==> src/rtl/ff_exc_pkg.sv <==
// Shared types for the flip-flop excitation decoder: FSM state and JK excitation codes.
package ff_exc_pkg;

  typedef enum logic {
    EMPTY  = 1'b0,
    PRIMED = 1'b1
  } exc_state_t;

  // {J,K} pairs, used when replaying decoded words onto JK banks.
  localparam logic [1:0] JK_HOLD = 2'b00;
  localparam logic [1:0] JK_RST  = 2'b01;
  localparam logic [1:0] JK_SET  = 2'b10;
  localparam logic [1:0] JK_TGL  = 2'b11;

endpackage

==> src/rtl/exc_popcount.sv <==
// Combinational population count of a WIDTH-bit vector.
module exc_popcount #(
  parameter int unsigned WIDTH = 8,
  parameter int unsigned CW    = $clog2(WIDTH + 1)
) (
  input  logic [WIDTH-1:0] i_bits,
  output logic [CW-1:0]    o_count
);

  always_comb begin
    o_count = '0;
    for (int unsigned i = 0; i < WIDTH; i++) begin
      o_count = o_count + CW'(i_bits[i]);
    end
  end

endmodule

==> src/rtl/ff_excitation_decoder.sv <==
// Recovers per-bit D/T/JK excitation between consecutive register samples,
// with a single registered output stage and saturating activity counters.
module ff_excitation_decoder
  import ff_exc_pkg::*;
#(
  parameter int unsigned WIDTH = 8,
  parameter int unsigned CNT_W = 16
) (
  input  logic             clk,
  input  logic             rst_n,
  input  logic             clear,
  input  logic             in_valid,
  output logic             in_ready,
  input  logic [WIDTH-1:0] q_in,
  output logic             out_valid,
  input  logic             out_ready,
  output logic [WIDTH-1:0] d_exc,
  output logic [WIDTH-1:0] t_exc,
  output logic [WIDTH-1:0] j_exc,
  output logic [WIDTH-1:0] k_exc,
  output logic [CNT_W-1:0] trans_count,
  output logic [CNT_W-1:0] toggle_count
);

  localparam int unsigned PW = $clog2(WIDTH + 1);

  exc_state_t       r_state, w_state_nxt;
  logic [WIDTH-1:0] r_prev;
  logic [WIDTH-1:0] r_d, r_t, r_j, r_k;
  logic             r_out_valid;
  logic [CNT_W-1:0] r_trans, r_toggle;
  logic             w_ready, w_accept, w_emit;
  logic [WIDTH-1:0] w_t, w_j, w_k;
  logic [PW-1:0]    w_pop;
  logic [CNT_W:0]   w_tog_sum;

  always_comb begin
    w_state_nxt = r_state;
    w_ready     = 1'b1;
    if (r_state == PRIMED) w_ready = !r_out_valid || out_ready;
    w_accept = in_valid && w_ready;
    w_emit   = w_accept && (r_state == PRIMED);
    if (clear)         w_state_nxt = EMPTY;
    else if (w_accept) w_state_nxt = PRIMED;
  end

  // JK don't-cares resolved to 0: only the input that forces the change is asserted.
  assign w_t = r_prev ^ q_in;
  assign w_j = ~r_prev & q_in;
  assign w_k = r_prev & ~q_in;

  exc_popcount #(.WIDTH(WIDTH), .CW(PW)) u_pop (
    .i_bits  (w_t),
    .o_count (w_pop)
  );

  // One extra carry bit detects overflow so a partial add clamps to max.
  assign w_tog_sum = {1'b0, r_toggle} + (CNT_W+1)'(w_pop);

  always_ff @(posedge clk or negedge rst_n) begin
    if (!rst_n) r_state <= EMPTY;
    else        r_state <= w_state_nxt;
  end

  always_ff @(posedge clk or negedge rst_n) begin
    if (!rst_n) begin
      r_prev      <= '0;
      r_d         <= '0;
      r_t         <= '0;
      r_j         <= '0;
      r_k         <= '0;
      r_out_valid <= 1'b0;
      r_trans     <= '0;
      r_toggle    <= '0;
    end else if (clear) begin
      r_prev      <= '0;
      r_out_valid <= 1'b0;
      r_trans     <= '0;
      r_toggle    <= '0;
    end else begin
      if (w_accept) r_prev <= q_in;
      if (w_emit) begin
        r_d         <= q_in;
        r_t         <= w_t;
        r_j         <= w_j;
        r_k         <= w_k;
        r_out_valid <= 1'b1;
        r_trans     <= (r_trans == '1) ? r_trans : r_trans + CNT_W'(1);
        r_toggle    <= w_tog_sum[CNT_W] ? '1 : w_tog_sum[CNT_W-1:0];
      end else if (out_ready) begin
        r_out_valid <= 1'b0;
      end
    end
  end

  assign in_ready     = w_ready;
  assign out_valid    = r_out_valid;
  assign d_exc        = r_d;
  assign t_exc        = r_t;
  assign j_exc        = r_j;
  assign k_exc        = r_k;
  assign trans_count  = r_trans;
  assign toggle_count = r_toggle;

endmodule

==> config.mk <==
export PLATFORM = sky130hd
export DESIGN_NAME = ff_excitation_decoder
export DESIGN_NICKNAME = d
export VERILOG_FILES = /design/src/rtl/ff_exc_pkg.sv /design/src/rtl/exc_popcount.sv /design/src/rtl/ff_excitation_decoder.sv
export SDC_FILE = /design/constraint.sdc
export NUM_CORES = 1
export LEC_CHECK = 0
export ABC_AREA = 0
export BUFFER_PORTS_ARGS = -buffer_cell sky130_fd_sc_hd__buf_2
export CORE_MARGIN = 1.5
export CORE_UTILIZATION = 55
export CTS_CLUSTER_DIAMETER = 150
export DETAILED_ROUTE_END_ITERATION = 12
export PLACE_DENSITY = 0.8
export SYNTH_ARGS = -nofsm -noshare
export SYNTH_HDL_FRONTEND = slang
export SYNTH_SLANG_ARGS = --single-unit
==> constraint.sdc <==
create_clock -name clk -period 9.1 [get_ports clk]
set_input_delay 1.82 -clock clk [delete_from_list [all_inputs] [get_ports clk]]
set_output_delay 1.82 -clock clk [all_outputs]
set_load 0.02 [all_outputs]
==> results of run 1 <==
==> sequential cells by signal, summed over array words and instances (netlist names) <==
register / flops
out_valid: 1
d_exc: 8
trans_count: 16
toggle_count: 16
t_exc: 8
r_prev: 8
j_exc: 8
r_state: 1
k_exc: 8
==> stage by stage <==
stage          std cells  worst slack, ns  hold slack, ns  power (mW)  area (um2)
3_3_place_gp         558             2.92           0.459       0.584        4570
2_1_floorplan        399             3.30           0.503       0.524        4150
3_5_place_dp         558             2.67           0.466       0.596        4570
4_1_cts              572             3.03           0.484       0.869        4780
5_1_grt              572             2.84           0.510       0.906        4780
6_report             572             3.04           0.478       0.862        4780
==> layout make-up <==
class / instances / area (um2) / area share [%]
Timing Repair Buffer: 79 / 400 / 8.38
Clock inverter: 5 / 81.3 / 1.70
Tap cell: 99 / 124 / 2.59
Multi-Input combinational cell: 274 / 2080 / 43.5
Clock buffer: 9 / 124 / 2.59
Sequential cell: 74 / 1850 / 38.7
Inverter: 32 / 120 / 2.51
==> cell usage after synthesis, types with 2 or more instances <==
cell type | n | area share [%]
buf_2 | 5 | 0.60
fa_1 | 5 | 2.4
mux2_2 | 21 | 5.7
xor2_1 | 2 | 0.42
a41oi_1 | 3 | 0.63
a2111oi_4 | 4 | 2.7
a31oi_1 | 8 | 1.2
nand3_1 | 22 | 2.7
and4_4 | 2 | 0.54
ha_1 | 24 | 7.2
nor3_1 | 3 | 0.36
a2111oi_2 | 2 | 0.72
a2111oi_0 | 2 | 0.42
a211oi_1 | 10 | 1.8
a21oi_1 | 15 | 1.8
nor2_1 | 29 | 2.6
a311oi_1 | 9 | 1.9
o21ai_0 | 18 | 2.2
mux2_1 | 5 | 1.4
or3_1 | 2 | 0.30
and2_1 | 6 | 0.90
nand4_1 | 5 | 0.75
nand2b_1 | 3 | 0.45
nor2b_1 | 11 | 1.7
buf_8 | 2 | 0.72
inv_1 | 32 | 2.9
dfrtp_1 | 74 | 45
and3_1 | 8 | 1.2
clkbuf_1 | 11 | 1.0
nand2_1 | 33 | 3.0
==> per-layer routing <==
layer	up-vias	track usage (%)	share of wire, %
met2	106	39.1	48
met1	1643	31.5	44
met5	-	0	0
met4	0	9.13	2.5
li1	1561	-	-
met3	24	5.50	5.3
==> worst max-delay path: cells and delay by family <==
| family | cells | cell delay (ns) |
|---|---|---|
| AOI/OAI and AO/OA | 2 | 0.91 |
| adders and majority gates | 7 | 2.86 |
| buffers and inverters | 4 | 0.25 |
| and+or+nand+nor | 2 | 0.45 |
==> path summary, 6_finish.rpt <==
path,start,end,slack (ns),cells past startpoint
setup / recovery,q_in[1],toggle_count[10],3.04,15
hold / removal,d_exc[2],d_exc[2],0.48,2
setup reg to reg,r_prev[0],toggle_count[10],4.25,13
hold reg to reg,d_exc[2],d_exc[2],0.48,2
max in group asynchronous,rst_n,toggle_count[10],6.89,1
min in group asynchronous,rst_n,toggle_count[11],1.59,1
==> where the power goes <==
group	leakage [nW]	internal (mW)	switching, mW	total (mW)
registers	0.986	0.360	0.0193	0.380
clock network	0.101	0.151	0.125	0.276
logic	1.22	0.0787	0.128	0.207
==> cells in the final DEF (no fill, tap or decap), types with 6 or more instances in the layout <==
cell type,count
a211oi_1,10
a21oi_1,15
a311oi_1,9
a31oi_1,8
and2_1,6
and3_1,8
buf_2,77
clkbuf_8,9
dfrtp_1,74
ha_1,24
inv_1,32
mux2_2,21
nand2_1,33
nand3_1,21
nor2_1,29
nor2b_1,11
o21ai_0,18
==> kinds of logic after synthesis <==
kind of cell	Yosys count	synth area share, %
compound gates	82	15.7
buf+inv	51	5.40
fa+ha+maj	29	9.65
mux	28	7.66
flops	74	44.6
simple gates	132	16.3
xor+xnor	3	0.633
==> key figures, run 1 <==
Timing
  • Final hold vios: 0
  • Setup TNS: 0 ns
  • Slew HR: 36.7%
  • Tightest Pin Transition: 0.946 ns
  • Final min period: 6.06 ns
  • RSZ-0062 raised after global routing: no
  • Fin Clk Skew: 0.00706 ns
  • Max Slew Vio Count: 0
  • Setup Viol. Count Final: 0
  • Fin crit share: 66.6%
  • Max Freq: 0.165 GHz

Detailed routing
  • WL per Instance: 16.3 um
  • First DRT Iteration DRCs: 161
  • DRT Pass-1 Iters: 4
  • ANT nets after route: 0
  • Via Count: 3334
  • DRC: 0
  • Post-Route WL: 9350 um
  • DR vias/cell: 5.83

Worst setup path
  • CP Capture Type: register
  • WS Path Type: in2reg
  • Setup crit start kind: primary input
  • Arrival time worst endpoint: 6.30 ns
  • Worst path required time: 9.34 ns
  • CP Max Fanout: 10
  • Crit-path max cell delay: 0.53 ns
  • Crit-path cells: buf_2 -> inv_1 -> ha_1 -> inv_1 -> ha_1 -> inv_1 -> fa_1 -> fa_1 -> fa_1 -> fa_1 -> fa_1 -> nand2b_1 -> a21oi_1 -> nand3_1 -> a311oi_1
  • Slowest CP cell: a21oi_1
  • Worst path most repeated cell: fa_1

GRT
  • Grt ovf: 0
  • Number of antenna violations at the first check in global routing: 0
  • Largest net degree at the start of global routing: 75
  • Total GRT Usage: 24.0%
  • Number of global-route vias before repair: 3211
  • First-pass GRT wire length: 15600 um

Yosys
  • Syn nets: 441
  • Yosys reg bits: 74
  • Count of cell types in the netlist: 53
  • Seq/Total Area, Yosys: 44.6%
  • Synthesized area: 4150 um2
  • Synthesized area per cell: 10.4 um2
  • Synth Flop Type: dfrtp_1
  • Ys Warns: 0
  • EDFF count, synth: 0
  • Cells after Synth: 399
  • Async SR Flop Fraction: 100%

Final layout
  • Syn-to-layout area delta: 15.2%
  • Net count, final: 512
  • Fill count: 601
  • Diode count: 0
  • Fraction of layout cells with a size suffix above 1: 27.7%
  • Finished Core Util: 65.5%

CTS
  • Hold Buf Count CTS: 0
  • Num CTS Buffers: 9
  • Worst-path clk slew: 0.08 ns
  • Clock buffer depth: 2
  • Post-CTS setup buffers: 0
  • Clock Latency Late Sink: 0.36 ns
  • Post_cts resized: 0
  • CTS sink count: 74
  • # H-tree levels: 3
  • CTS tree: built
  • Root Driver: clkbuf_8

Die
  • Die width: 89.9 um
  • Die Y: 89.9 um
  • Cell row count: 31
  • Full die area: 8070 um2
  • Total core area: 7290 um2
  • Starting Density: 56.9%
  • # IOs: 79

Status
  • Outcome: complete, no violations

Pwr
  • VDD IR max: 0.000173 V
  • PwrDens: 180 nW/um2
  • Leakage: 2.31 nW

Place
  • DP Wirelength: 6550 um
  • Port bufs: 78
  • GPL Wtd Cong: 0.864

Hold path
  • Worst Hold Class: reg2reg

Flow run
  • Max-cap violations: 0
(Power assumes the default switching activity.)
==> inputs of run 2 (changes only) <==
Clock period 9.1 ns to 5.65 ns, I/O delays scaled along.
==> run 2 against run 1 <==
Combinational power rose by 62%. Cell area fell by 0.10%. Via count rose by 1.3%. Sequential share of layout area barely moved. Non-clock buffer count rose by 1. Die area did not move. Core utilization fell by 0.069 points. Sequential power rose by 61%. Clock skew rose by 0.0041 ns. Routed wire length rose by 2.6%. Largest power group unchanged. Total power rose by 58%.
==> key figures, run 2 (synthesis gave the netlist of run 1 again) <==
Status
  • Outcome: complete, no violations

Timing
  • Slew HR: 37.0% (+0.23 points)
  • Max Freq: 0.198 GHz
  • Max Slew Vio Count: 0 (unchanged)
  • Tightest Pin Transition: 0.946 ns (+0.0000302 ns)
  • Fin crit share: 89.4%
  • RSZ-0062 raised after global routing: no
  • Fin Hold WS: 0.492 ns (+0.0143 ns)
  • Fin Clk Skew: 0.0111 ns (+0.00408 ns)
  • Setup TNS: 0 ns (unchanged)
  • Setup Viol. Count Final: 0 (unchanged)
  • Final hold vios: 0 (unchanged)
  • Final min period: 5.05 ns

CTS
  • Clock buffer depth: 2 (unchanged)
  • Hold Buf Count CTS: 0 (unchanged)
  • Post-CTS setup buffers: 0 (unchanged)
  • CTS tree: built
  • Clock Latency Late Sink: 0.35 ns (about the same)
  • Num CTS Buffers: 9 (unchanged)
  • Root Driver: clkbuf_8
  • Post_cts resized: 0 (unchanged)
  • # H-tree levels: 3 (unchanged)
  • Worst-path clk slew: 0.09 ns (about the same)
  • CTS sink count: 74 (unchanged)

Final layout
  • Net count, final: 513 (+0.20%)
  • Post-Layout Cell Count: 575 (+0.52%)
  • Fill count: 614 (+2.2%)
  • Diode count: 0 (unchanged)
  • Most common cell after layout, fill and taps aside: buf_2
  • Fraction of layout cells with a size suffix above 1: 27.9% (+0.25 points)
  • Syn-to-layout area delta: 15.1%
  • Most frequent cells in the layout: buf_2 (77), dfrtp_1 (74), nand2_1 (33), inv_1 (32), nor2_1 (29)

Pwr
  • Switching portion of total power: 33.0% (+1.4 points)
  • Sequential power share: 45.0% (+1.0 points)
  • PwrDens: 285 nW/um2 (+58%)
  • VDD IR max: 0.000171 V (-0.67%)
  • Comb pwr share: 24.7% (+0.7 points)
  • P_int: 912 uW (+54%)
  • Net switching power: 448 uW (+65%)
  • Leakage: 2.31 nW (about the same)
  • Clock power share: 30.3% (-1.7 points)

GRT
  • Number of antenna violations at the first check in global routing: 0 (unchanged)
  • Grt ovf: 0 (unchanged)
  • First-pass GRT wire length: 16000 um (+2.6%)
  • Largest net degree at the start of global routing: 75 (unchanged)
  • Total GRT Usage: 24.5% (+0.48 points)
  • Number of global-route vias before repair: 3344 (+4.1%)

Die
  • Starting Density: 56.9% (unchanged)
  • Full die area: 8070 um2 (unchanged)
  • Total core area: 7290 um2 (unchanged)
  • Cell row count: 31 (unchanged)
  • Die Y: 89.9 um (unchanged)
  • Die width: 89.9 um (unchanged)
  • # IOs: 79 (unchanged)

Hold path
  • Worst Hold Class: reg2reg
  • Hold Path Cell Cnt: 2 (unchanged)

Flow run
  • Max-cap violations: 0 (unchanged)

Place
  • GPL Wtd Cong: 0.833 (-3.6%)
  • Port bufs: 78 (unchanged)
  • DP Wirelength: 6720 um (+2.7%)
  • DP Cell Count: 559 (+0.18%)

Worst setup path
  • Worst setup path endpoint: toggle_count[11]
  • Reg2reg path depth: 14 (+1)
  • Worst reg-to-reg setup slack: 1.12 ns (-3.13 ns)
  • Arrival time worst endpoint: 5.29 ns (-1.01 ns)
  • RR Endpoint: toggle_count[11]
  • Setup crit start kind: primary input
  • CP Capture Type: register
  • CP Max Fanout: 7 (-3)
  • Critical Path Source: q_in[1]
  • Worst path required time: 5.89 ns (-3.45 ns)
  • Worst R2R Start: r_prev[1]
  • WS Path Type: in2reg

Detailed routing
  • Via Count: 3376 (+1.3%)
  • First DRT Iteration DRCs: 185 (+15%)
  • DRC: 0 (unchanged)
  • DRT Pass-1 Iters: 5 (+1)
  • WL per Instance: 16.7 um (+2.0%)
  • ANT nets after route: 0 (unchanged)
  • Post-Route WL: 9590 um (+2.6%)
  • DR vias/cell: 5.87 (+0.73%)
[run 2: power groups by stage]
stage / Combinational [mW] / Sequential [mW] / Clock [mW]
global placement: 0.322 / 0.619 / 0
floorplan: 0.166 / 0.678 / 0
global route: 0.378 / 0.619 / 0.434
finish: 0.335 / 0.612 / 0.412
detailed placement: 0.336 / 0.623 / 0
CTS: 0.339 / 0.613 / 0.411
[run 2: worst min path at each step]
stage / from / to
floorplan: r_state / r_state
global placement: d_exc[2] / d_exc[2]
detailed placement: t_exc[2] / t_exc[2]
CTS: t_exc[2] / t_exc[2]
global route: d_exc[6] / d_exc[6]
finish: d_exc[2] / d_exc[2]
[run 2: layer usage]
metal  global-route usage, %  up-vias  wire (um)
li1                        -     1560          -
met1                    32.5     1656       4140
met2                    41.1      134       4760
met3                    3.64       26        491
met4                    8.99        0        191
met5                       0        -          0
[run 2: per-stage QoR]
stage	setup slack, ns	instance area (um2)	power (mW)	utilization, %
final	0.597	4770	1.36	65.5
after floorplan	0.542	4150	0.843	-
after CTS	0.636	4770	1.36	65.5
after global routing	0.357	4770	1.43	65.5
after detailed placement	0.284	4580	0.959	62.8
after global placement	0.378	4580	0.942	62.8
[run 2: critical path: stages]
cell and delay (ns):
buf_2 0.11, inv_1 0.05, ha_1 0.29, inv_1 0.04, ha_1 0.26, inv_1 0.05
fa_1 0.50, fa_1 0.43, fa_1 0.41, fa_1 0.55, inv_1 0.07, ha_1 0.30
a211oi_1 0.10, o21bai_1 0.47, nand3_1 0.17, a221oi_1 0.36
[run 2: layout make-up]
cell class | count | area, um2 | share of cell area, %
clock inverter | 6 | 65.1 | 1.36
multi-input combinational | 274 | 2080 | 43.5
sequential | 74 | 1850 | 38.8
clock buffer | 10 | 128 | 2.67
timing repair buffer | 80 | 408 | 8.54
inverter | 32 | 120 | 2.52
tap | 99 | 124 | 2.59
==> inputs of run 3 (changes only) <==
Settings changed: CAP_MARGIN set to 20, GPL_TIMING_DRIVEN set to 0.
==> run 3 against run 2 <==
Cell count increased by 3.0%. Largest power group unchanged. Combinational power increased by 1%. Critical path depth down 1.
==> key figures, run 3 (synthesis gave the netlist of run 1 again) <==
Timing
  • Setup ws final: 0.441 ns (-0.156 ns)
  • Max Slew Vio Count: 0 (unchanged)
  • Tightest Pin Transition: 0.620 ns (-0.326 ns)
  • Max Freq: 0.192 GHz (-3.0%)
  • Final min period: 5.21 ns (+0.156 ns)
  • RSZ-0062 raised after global routing: no
  • Setup Viol. Count Final: 0 (unchanged)
  • Slew HR: 58.6% (+22 points)
  • Fin crit share: 92.2% (+2.8 points)
  • Final hold vios: 0 (unchanged)
  • Fin Clk Skew: 0.0107 ns (-0.000454 ns)

Worst setup path
  • CP Capture Type: register
  • Worst reg-to-reg setup slack: 0.95 ns (-0.17 ns)
  • WS Path Type: in2reg
  • Worst path required time: 5.90 ns (about the same)
  • Worst R2R Start: r_prev[1]
  • Critical Path Source: q_in[1]
  • Reg2reg path depth: 13 (-1)
  • CP Max Fanout: 10 (+3)
  • Worst setup path endpoint: toggle_count[13]
  • RR Endpoint: toggle_count[13]
  • Arrival time worst endpoint: 5.46 ns (+0.17 ns)
  • Setup crit start kind: primary input

CTS
  • CTS sink count: 74 (unchanged)
  • Clock buffer depth: 2 (unchanged)
  • Num CTS Buffers: 9 (unchanged)
  • CTS tree: built
  • Clock Latency Late Sink: 0.36 ns (about the same)
  • Root Driver: clkbuf_8
  • Worst-path clk slew: 0.08 ns (about the same)
  • Hold Buf Count CTS: 0 (unchanged)
  • # H-tree levels: 3 (unchanged)

Die
  • # IOs: 79 (unchanged)
  • Die width: 89.9 um (unchanged)
  • Full die area: 8070 um2 (unchanged)
  • Die Y: 89.9 um (unchanged)
  • Starting Density: 56.9% (unchanged)
  • Total core area: 7290 um2 (unchanged)
  • Cell row count: 31 (unchanged)

Detailed routing
  • Via Count: 3428 (+1.5%)
  • First DRT Iteration DRCs: 197 (+6.5%)
  • Post-Route WL: 9790 um (+2.1%)
  • ANT nets after route: 0 (unchanged)
  • WL per Instance: 16.5 um (-0.78%)
  • DRC: 0 (unchanged)
  • DRT Pass-1 Iters: 4 (-1)
  • DR vias/cell: 5.79 (-1.4%)

Final layout
  • Most frequent cells in the layout: buf_2 (82), dfrtp_1 (74), nand2_1 (33), inv_1 (32), nor2_1 (29)
  • Most common cell after layout, fill and taps aside: buf_2
  • Diode count: 0 (unchanged)
  • Post-Layout Cell Count: 592 (+3.0%)
  • Net count, final: 531 (+3.5%)
  • Fraction of layout cells with a size suffix above 1: 28.2% (+0.25 points)
  • Syn-to-layout area delta: 18.0%
  • Post-route design area: 4900 um2 (+2.5%)

Flow run
  • Max-cap violations: 0 (unchanged)

Place
  • Cell Area, Placed: 4690 um2 (+2.3%)
  • Port bufs: 78 (unchanged)
  • GPL Wtd Cong: 0.838 (+0.64%)
  • DP Cell Count: 577 (+3.2%)
  • Pre-CTS setup slack: -0.147 ns (-0.431 ns)
  • DP Wirelength: 7150 um (+6.3%)

GRT
  • Number of global-route vias before repair: 3458 (+3.4%)
  • Number of antenna violations at the first check in global routing: 0 (unchanged)
  • Grt ovf: 0 (unchanged)
  • First-pass GRT wire length: 16800 um (+4.4%)
  • Largest net degree at the start of global routing: 42 (-44%)
  • Total GRT Usage: 26.1% (+1.6 points)

Pwr
  • VDD IR max: 0.000135 V (-21%)
  • PwrDens: 286 nW/um2 (+0.50%)
  • Total Power: 1.40 mW (+3.1%)
  • Leakage: 2.37 nW (+2.6%)

Status
  • Outcome: complete, no violations

Hold path
  • Worst Hold Class: reg2reg
  • Hold_sp: t_exc[2]
## run 3: where the power goes
| part | internal (mW) | switching, mW | total [mW] |
|---|---|---|---|
| Clock | 0.247 | 0.205 | 0.452 |
| Combinational | 0.129 | 0.211 | 0.340 |
| Sequential | 0.580 | 0.0299 | 0.610 |
| Total | 0.956 | 0.446 | 1.40 |
## run 3: how the worst min path moves through the flow
stage,end,cells past startpoint
2_1_floorplan,r_state,2
4_1_cts,d_exc[2],2
3_5_place_dp,d_exc[2],2
5_1_grt,d_exc[1],2
6_report,t_exc[2],2
3_3_place_gp,d_exc[2],2
## run 3: through the flow
stage               hold WS [ns]  utilization (%)  TNS (ns)
CTS                        0.484             67.1         0
detailed placement         0.467             64.3    -0.441
global placement           0.464             63.9   -0.0571
finish                     0.485             67.1         0
floorplan                  0.503                -         0
global route               0.522             67.1         0
## run 3: critical path, cell delays in order
cell      delay, ns
buf_2          0.10
inv_1          0.06
ha_1           0.31
inv_1          0.06
ha_1           0.28
inv_1          0.05
fa_1           0.49
fa_1           0.43
fa_1           0.42
fa_1           0.50
fa_1           0.45
nand2b_1       0.20
a21oi_2        0.40
nand3_1        0.24
a311oi_1       0.34
## run 3: what timing repair did
action                                 CTS  global route
endpoints found under the hold margin    0             0
gates resized for setup                  0             1
buffers inserted                         0             0
setup endpoints to repair                0             4
## run 3: routing by layer
metal	GRT usage, %	share of wire (%)	vias up
met5	0	0	-
met4	13.1	2.8	0
met3	4.15	3.9	27
met2	42.4	49	100
met1	34.0	44	1692
li1	-	-	1609
## run 3: cell type report
class,instances,area [um2]
plain buffers,19,104
clock buffers,10,128
clock inverters,5,78.8
fillers,597,2400
inverters,32,120
multi-input cells,274,2080
flip-flops and latches,74,1850
well taps,99,124
repair buffers,79,413
